File: config.mk
export PLATFORM = sky130hd
export DESIGN_NAME = run_sequencer
export DESIGN_NICKNAME = d
export VERILOG_FILES = /design/src/rtl/run_seq_pkg.sv /design/src/rtl/run_watchdog.sv /design/src/rtl/run_sequencer.sv
export SDC_FILE = /design/constraint.sdc
export NUM_CORES = 1
export LEC_CHECK = 0
export ABC_AREA = 0
export CORE_AREA = 2 2 63 125
export DETAILED_ROUTE_END_ITERATION = 8
export DIE_AREA = 0 0 65 127
export PLACE_DENSITY_LB_ADDON = 0.2
export SLEW_MARGIN = 10
export SYNTH_ARGS = -nofsm -noshare
export SYNTH_HDL_FRONTEND = slang
export SYNTH_HIERARCHICAL = 1
export SYNTH_SLANG_ARGS = --single-unit
File: constraint.sdc
create_clock -name clk -period 2.85 [get_ports clk]
set_input_delay 0.4275 -clock clk [delete_from_list [all_inputs] [get_ports clk]]
set_output_delay 0.4275 -clock clk [all_outputs]
set_load 0.05 [all_outputs]
File: src/rtl/run_seq_pkg.sv
// Shared types for the run sequencer: FSM state encoding and byte type.
package run_seq_pkg;

  localparam int AW_DEF = 8;

  typedef logic [7:0] byte_t;

  typedef enum logic [2:0] {
    S_IDLE  = 3'd0,
    S_LOAD  = 3'd1,
    S_START = 3'd2,
    S_RUN   = 3'd3,
    S_DRAIN = 3'd4
  } state_e;

endpackage

File: src/rtl/run_watchdog.sv
// RUN-cycle watchdog. The counter reads 1 on the first enabled cycle and
// expired is raised on the cycle it reaches TIMEOUT.
module run_watchdog #(
  parameter int TIMEOUT = 4096
) (
  input  logic clk,
  input  logic reset,
  input  logic clear_i,
  input  logic en_i,
  output logic expired_o
);

  localparam int CW = $clog2(TIMEOUT + 1);

  logic [CW-1:0] cnt_q, cnt_d;

  // Next count: reload to 1 while cleared so the first RUN cycle counts as 1;
  // saturate at TIMEOUT.
  always_comb begin
    cnt_d = cnt_q;
    if (clear_i)
      cnt_d = CW'(1);
    else if (en_i && (cnt_q != CW'(TIMEOUT)))
      cnt_d = cnt_q + CW'(1);
  end

  // Counter register.
  always_ff @(posedge clk or negedge reset) begin
    if (!reset) cnt_q <= '0;
    else        cnt_q <= cnt_d;
  end

  assign expired_o = en_i && (cnt_q == CW'(TIMEOUT));

endmodule

File: src/rtl/run_sequencer.sv
// Host-side sequencer: preloads core data memory from a byte stream, kicks the
// core, supervises the run with a watchdog, then streams out a result window.
module run_sequencer
  import run_seq_pkg::*;
#(
  parameter int          AW       = AW_DEF,
  parameter logic [AW-1:0] RES_BASE = AW'(64),
  parameter int          RES_LEN  = 16,
  parameter int          TIMEOUT  = 4096
) (
  input  logic          clk,
  input  logic          reset,
  input  logic          start,
  input  logic [AW:0]   load_len,
  input  logic [AW-1:0] load_base,
  input  logic          in_valid,
  output logic          in_ready,
  input  byte_t         in_data,
  output logic          out_valid,
  input  logic          out_ready,
  output byte_t         out_data,
  output logic          busy,
  output logic          timeout_err,
  output logic          proc_reset,
  output logic          proc_req,
  input  logic          proc_done,
  output logic          mem_sel,
  output logic          mem_wr_en,
  output logic [AW-1:0] mem_addr,
  output byte_t         mem_wdata,
  input  byte_t         mem_rdata
);

  state_e        state_q, state_d;
  logic [AW:0]   len_q;
  logic [AW-1:0] base_q;
  logic [AW:0]   cnt_q;
  logic [AW:0]   idx_q;
  logic          terr_q;

  logic start_acc, load_beat, last_load, drain_beat, last_drain;
  logic wd_expired, run_abort;

  assign start_acc  = (state_q == S_IDLE) && start;
  assign load_beat  = (state_q == S_LOAD) && in_valid;
  assign last_load  = (cnt_q + (AW+1)'(1)) == len_q;
  assign drain_beat = (state_q == S_DRAIN) && out_ready;
  assign last_drain = idx_q == (AW+1)'(RES_LEN - 1);
  // A done seen on the expiry cycle takes priority over the abort.
  assign run_abort  = (state_q == S_RUN) && wd_expired && !proc_done;

  run_watchdog #(.TIMEOUT(TIMEOUT)) u_wd (
    .clk       (clk),
    .reset     (reset),
    .clear_i   (state_q != S_RUN),
    .en_i      (state_q == S_RUN),
    .expired_o (wd_expired)
  );

  // State register.
  always_ff @(posedge clk or negedge reset) begin
    if (!reset) state_q <= S_IDLE;
    else        state_q <= state_d;
  end

  // Next-state logic.
  always_comb begin
    state_d = state_q;
    case (state_q)
      S_IDLE:  if (start) state_d = (load_len != '0) ? S_LOAD : S_START;
      S_LOAD:  if (load_beat && last_load) state_d = S_START;
      S_START: state_d = S_RUN;
      S_RUN:   if (proc_done || wd_expired) state_d = S_DRAIN;
      S_DRAIN: if (drain_beat && last_drain) state_d = S_IDLE;
      default: state_d = S_IDLE;
    endcase
  end

  // Job capture, load counter, drain index and sticky timeout flag.
  always_ff @(posedge clk or negedge reset) begin
    if (!reset) begin
      len_q  <= '0;
      base_q <= '0;
      cnt_q  <= '0;
      idx_q  <= '0;
      terr_q <= 1'b0;
    end else if (start_acc) begin
      len_q  <= load_len;
      base_q <= load_base;
      cnt_q  <= '0;
      idx_q  <= '0;
      terr_q <= 1'b0;
    end else begin
      if (load_beat)  cnt_q  <= cnt_q + (AW+1)'(1);
      if (drain_beat) idx_q  <= idx_q + (AW+1)'(1);
      if (run_abort)  terr_q <= 1'b1;
    end
  end

  // Output decode from registered state; write enable and read data pass through.
  always_comb begin
    busy       = (state_q != S_IDLE);
    proc_reset = 1'b1;
    proc_req   = 1'b0;
    mem_sel    = 1'b1;
    in_ready   = 1'b0;
    out_valid  = 1'b0;
    mem_wr_en  = 1'b0;
    mem_addr   = '0;
    case (state_q)
      S_LOAD: begin
        in_ready  = 1'b1;
        mem_wr_en = in_valid;
        mem_addr  = base_q + cnt_q[AW-1:0];
      end
      S_START: begin
        proc_reset = 1'b0;
        proc_req   = 1'b1;
        mem_sel    = 1'b0;
      end
      S_RUN: begin
        proc_reset = 1'b0;
        mem_sel    = 1'b0;
      end
      S_DRAIN: begin
        out_valid = 1'b1;
        mem_addr  = RES_BASE + idx_q[AW-1:0];
      end
      default: ;
    endcase
  end

  assign mem_wdata   = in_data;
  assign out_data    = mem_rdata;
  assign timeout_err = terr_q;

endmodule

Word level (Yosys, flattened, before mapping)
Index checks and enable logic that the tools add are counted.
{"block": "totals", "regBits": 52, "inputBits": 39, "out_inout_bits": 32, "elab_cells": 65}
{"block": "classes", "addsub": 5, "n_eq_ne": 13, "n_mux": 20, "n_reduce_logical": 20}
{"op": "$mux 9", "n": 4}
{"op": "$mux 13", "n": 2}
{"op": "$add 9x1->9 const B", "n": 2}
{"op": "$pmux 8 s2", "n": 1}
{"op": "$pmux 3 s5", "n": 1}
{"op": "$add 13x1->13 const B", "n": 1}
{"op": "$eq 13x13->1 const B", "n": 1}
{"op": "$ne 13x13->1 const B", "n": 1}
{"op": "$mux 3", "n": 4}
{"op": "$eq 9x4->1 const B", "n": 1}
{"op": "$eq 9x9->1", "n": 1}
{"op": "$logic_and 1x1->1", "n": 9}
{"op": "$reduce_bool 9->1", "n": 1}
{"op": "$add 7x8->8 const A", "n": 1}
{"op": "$add 8x8->8", "n": 1}
{"op": "$reduce_bool 2->1", "n": 4}
{"op": "$mux 1", "n": 7}
{"op": "$eq 3x2->1 const B", "n": 2}
{"op": "$ne 2x1->1 const B", "n": 2}
{"op": "$ne 2x2->1 const B", "n": 2}
{"op": "$reduce_and 4->1", "n": 1}
{"op": "$eq 3x1->1 const B", "n": 1}
{"op": "$eq 3x3->1 const B", "n": 1}
{"op": "$logic_not 3->1", "n": 1}
{"op": "6 further kinds", "n": 6}

Depth between registers and ports, before layout
{"block": "logic_depth", "ltp_word": 6, "mapped_depth": 10, "mapped_depth_nobuf": 10}

Hierarchy
Netlist, hierarchy kept.
{"mod": "run_sequencer", "n_inst": 1, "cells_per_inst": 252, "area_each_um2": 2463.6}
{"mod": "run_watchdog", "n_inst": 1, "cells_per_inst": 76, "area_each_um2": 739.5}

Worst setup path before layout
Ideal clock, no wire load.
{"block": "synth_timing", "kind": "register -> output", "from": "reg, netlist name cnt_q[1]", "to": "out mem_addr[7]", "arrival_time_ns": 2.652, "t_required_ns": 2.423, "setup_slack_ns": -0.229, "path_stages_with_launch": 8, "cell_sequence": "dfrtp_1 -> ha_1 -> a21o_1 -> a211oi_1 -> nor2_1 -> o41ai_1 -> xnor2_1 -> o21ai_0"}
{"item": "end, declared", "line_no": "run_sequencer.sv:29", "text": "output logic [AW-1:0] mem_addr,"}

==> summary.txt <==
Yosys
  • Synth top area share: 0.406
  • Mapped Cells: 328
  • Top_reg_cell synth: dfrtp_1
  • Synth top area cells: dfrtp_1, mux2_2, xnor2_1
  • EDFF count, synth: 0
  • Seq/Total Area, Yosys: 0.406
  • Top post-synthesis cells by count: dfrtp_1, nor2_1, xnor2_1
  • Async S/R FF share, synth: 1.00
  • Post-synth cell types: 51
  • Post-Syn Nets: 381
  • Mapped cell area: 3200 µm²
  • Most numerous cell in the Yosys netlist: dfrtp_1
  • Ys Warns: 6
  • Cell taking the most area after synthesis: dfrtp_1
  • Syn Area/Cell: 9.77 µm²
  • Synth Register Bits: 52

Layout
  • Syn-to-layout area delta: 20.3%
  • Layout cell share with drive strength beyond 1: 0.180
  • Fin cells: 448
  • Post-Layout Inst Area: 3850 µm²
  • Post-layout util: 0.534
  • Layout net count: 408
  • Ant. Diodes: 0

Timing
  • Unrepaired setup endpoints after global routing: no
  • Skew final: 0.00931 ns
  • Number of max-slew violations in the final report: 0
  • Fin crit share: 0.958
  • Worst slew pin tran: 0.620 ns
  • Final hold vios: 0
  • Minimum clock period: 2.73 ns
  • Setup violators final: 0
  • Hold Slack: 0.498 ns
  • Final setup TNS: 0 ns
  • Maximum operating frequency: 0.366 GHz
  • Setup WS post-layout: 0.121 ns
  • Worst relative slew slack: 0.583

Setup path
  • WP data arrival: 2.30 ns
  • Crit path launch type: flop
  • WP data required: 2.42 ns
  • Critical path origin: cnt_q[1]
  • RR Startpoint: state_q[0]
  • Worst setup EP type: output pin
  • Setup CP Type: flop to output pin
  • Crit Path Max Fanout: 6

Drt
  • DRC viols: 0
  • DR iter-0 viols: 180
  • Routed len/inst: 16.7 µm
  • Post-Route WL: 7.46 mm
  • Routed vias: 2487
  • Vias/cell: 5.55
  • DR pass1 iterations: 4
  • Post-route ant nets: 0

CTS
  • Longest Clk Path Bufs: 2
  • H-tree depth: 2
  • Clock Latency Late Sink: 0.30 ns
  • Clock root cell: clkbuf_16
  • CTS tree: yes
  • Sinks on Clock Net: 52
  • CTS Buf Count: 5
  • Clk slew on worst S/H paths: 0.07 ns

Floorplanning
  • Die Ht: 127 µm
  • Starting Density: 0.444
  • Core Footprint: 7210 µm²
  • Die Area: 8260 µm²
  • I/O Pins: 71
  • Cell Rows: 44
  • Die W: 65 µm

Global routing
  • Total GRT Usage: 0.196
  • Wire length of the first global-routing pass: 12.5 mm
  • Largest net degree at the start of global routing: 45
  • Initial antenna violation count: 0
  • Total grt overflow: 0
  • Number of global-route vias before repair: 2538

Place
  • Setup Slack @ Placement: 0.164 ns
  • Port Buffer Count: 38
  • Post-Place Cells: 437
  • Placed Instance Area: 3620 µm²
  • Gpl congestion: 0.870
  • Final HPWL from detailed placement: 5.61 mm

Pwr
  • Switch share: 0.416
  • Seq pwr share: 0.278
  • Leakage: 1.58 nW
  • Peak VDD IR: 0.612 mV
  • Internal: 2.34 mW
  • Pwr per Cell Area: 1040 nW/µm²
  • Net Switching: 1.66 mW
  • Clock share of power: 0.183
  • Overall power: 4.00 mW
  • Comb pwr share: 0.539

Hold path
  • Hold crit path type: flop to flop
  • Worst Min Path Start: timeout_err

Flow run
  • Maxcap violations: 0

Run status
  • Status: finished, final reports clean
## path summary, 6_finish.rpt
kind | slack (ns) | cells after the start | to
worst max-delay path | 0.12 | 8 | mem_addr[7]
worst min-delay path | 0.50 | 2 | timeout_err
worst max register to register | 0.56 | 8 | state_q[0]
worst min register to register | 0.50 | 2 | timeout_err
max in group asynchronous | 1.49 | 3 | cnt_q[0]
min in group asynchronous | 0.51 | 2 | idx_q[0]
## timing repair
| item | 4_1_cts | 5_1_grt |
|---|---|---|
| resized for setup | 4 | 3 |
| pin swaps | 1 | 3 |
| endpoints found under the setup margin | 2 | 2 |
| hold endpoints to repair | 8 | 0 |
| buffers inserted | 0 | 2 |
| hold buffers | 1 | 0 |
## power groups by stage
| stage | Sequential, mW | Combinational (mW) | Clock [mW] |
|---|---|---|---|
| floorplan | 1.06 | 1.44 | 0 |
| global placement | 1.13 | 2.08 | 0 |
| detailed placement | 1.13 | 2.10 | 0 |
| CTS | 1.12 | 2.12 | 0.756 |
| global route | 1.14 | 2.30 | 0.780 |
| finish | 1.11 | 2.16 | 0.734 |
## worst max-delay path, cell delays in order (launching register included)
cell      delay [ns]
dfrtp_2         0.45
ha_1            0.28
a21o_1          0.16
a211oi_1        0.26
nor2_1          0.11
o41ai_2         0.26
xnor2_1         0.14
o21ai_2         0.19
buf_12          0.16
## layout make-up
class | instances | area [µm²]
sequential | 52 | 1300
tap | 92 | 115
clock buffer | 7 | 153
inverter | 12 | 45.0
fill | 665 | 3360
multi-input combinational | 237 | 1710
timing repair buffer | 47 | 495
clock inverter | 1 | 30.0
## kinds of logic after synthesis
kind of cell,share of synthesized area
multiplexers,0.0766
buffers and inverters,0.0676
AND/OR/NAND/NOR,0.188
adder cells (fa/ha/maj),0.0570
AO/OA/AOI/OAI,0.109
flip-flops,0.406
XOR/XNOR,0.0957
## state kept, by name, summed over array words and instances (netlist names)
register and count:
base_q 8, cnt_q 9, idx_q 9, len_q 9, state_q 3, timeout_err 1, u_wd/cnt_q 13
## per-layer routing
layer | global-route usage | routed length, µm
met5 | 0 | 0
met3 | 0.0335 | 210
met4 | 0.0814 | 223
met2 | 0.362 | 4310
met1 | 0.213 | 2720
## placed cells by master, fill, tap and decap left out, types with 6 or more instances in the layout
master and n:
a21oi_1 10, buf_12 6, buf_4 12, clkdlybuf4s50_1 27
dfrtp_1 50, ha_1 12, inv_1 12, mux2_2 19
nand2_1 19, nand3_1 14, nor2_1 40, nor3_1 6
o21ai_0 15, xnor2_1 22, xor2_1 13
No activity file was read; power rests on OpenSTA's default activity.
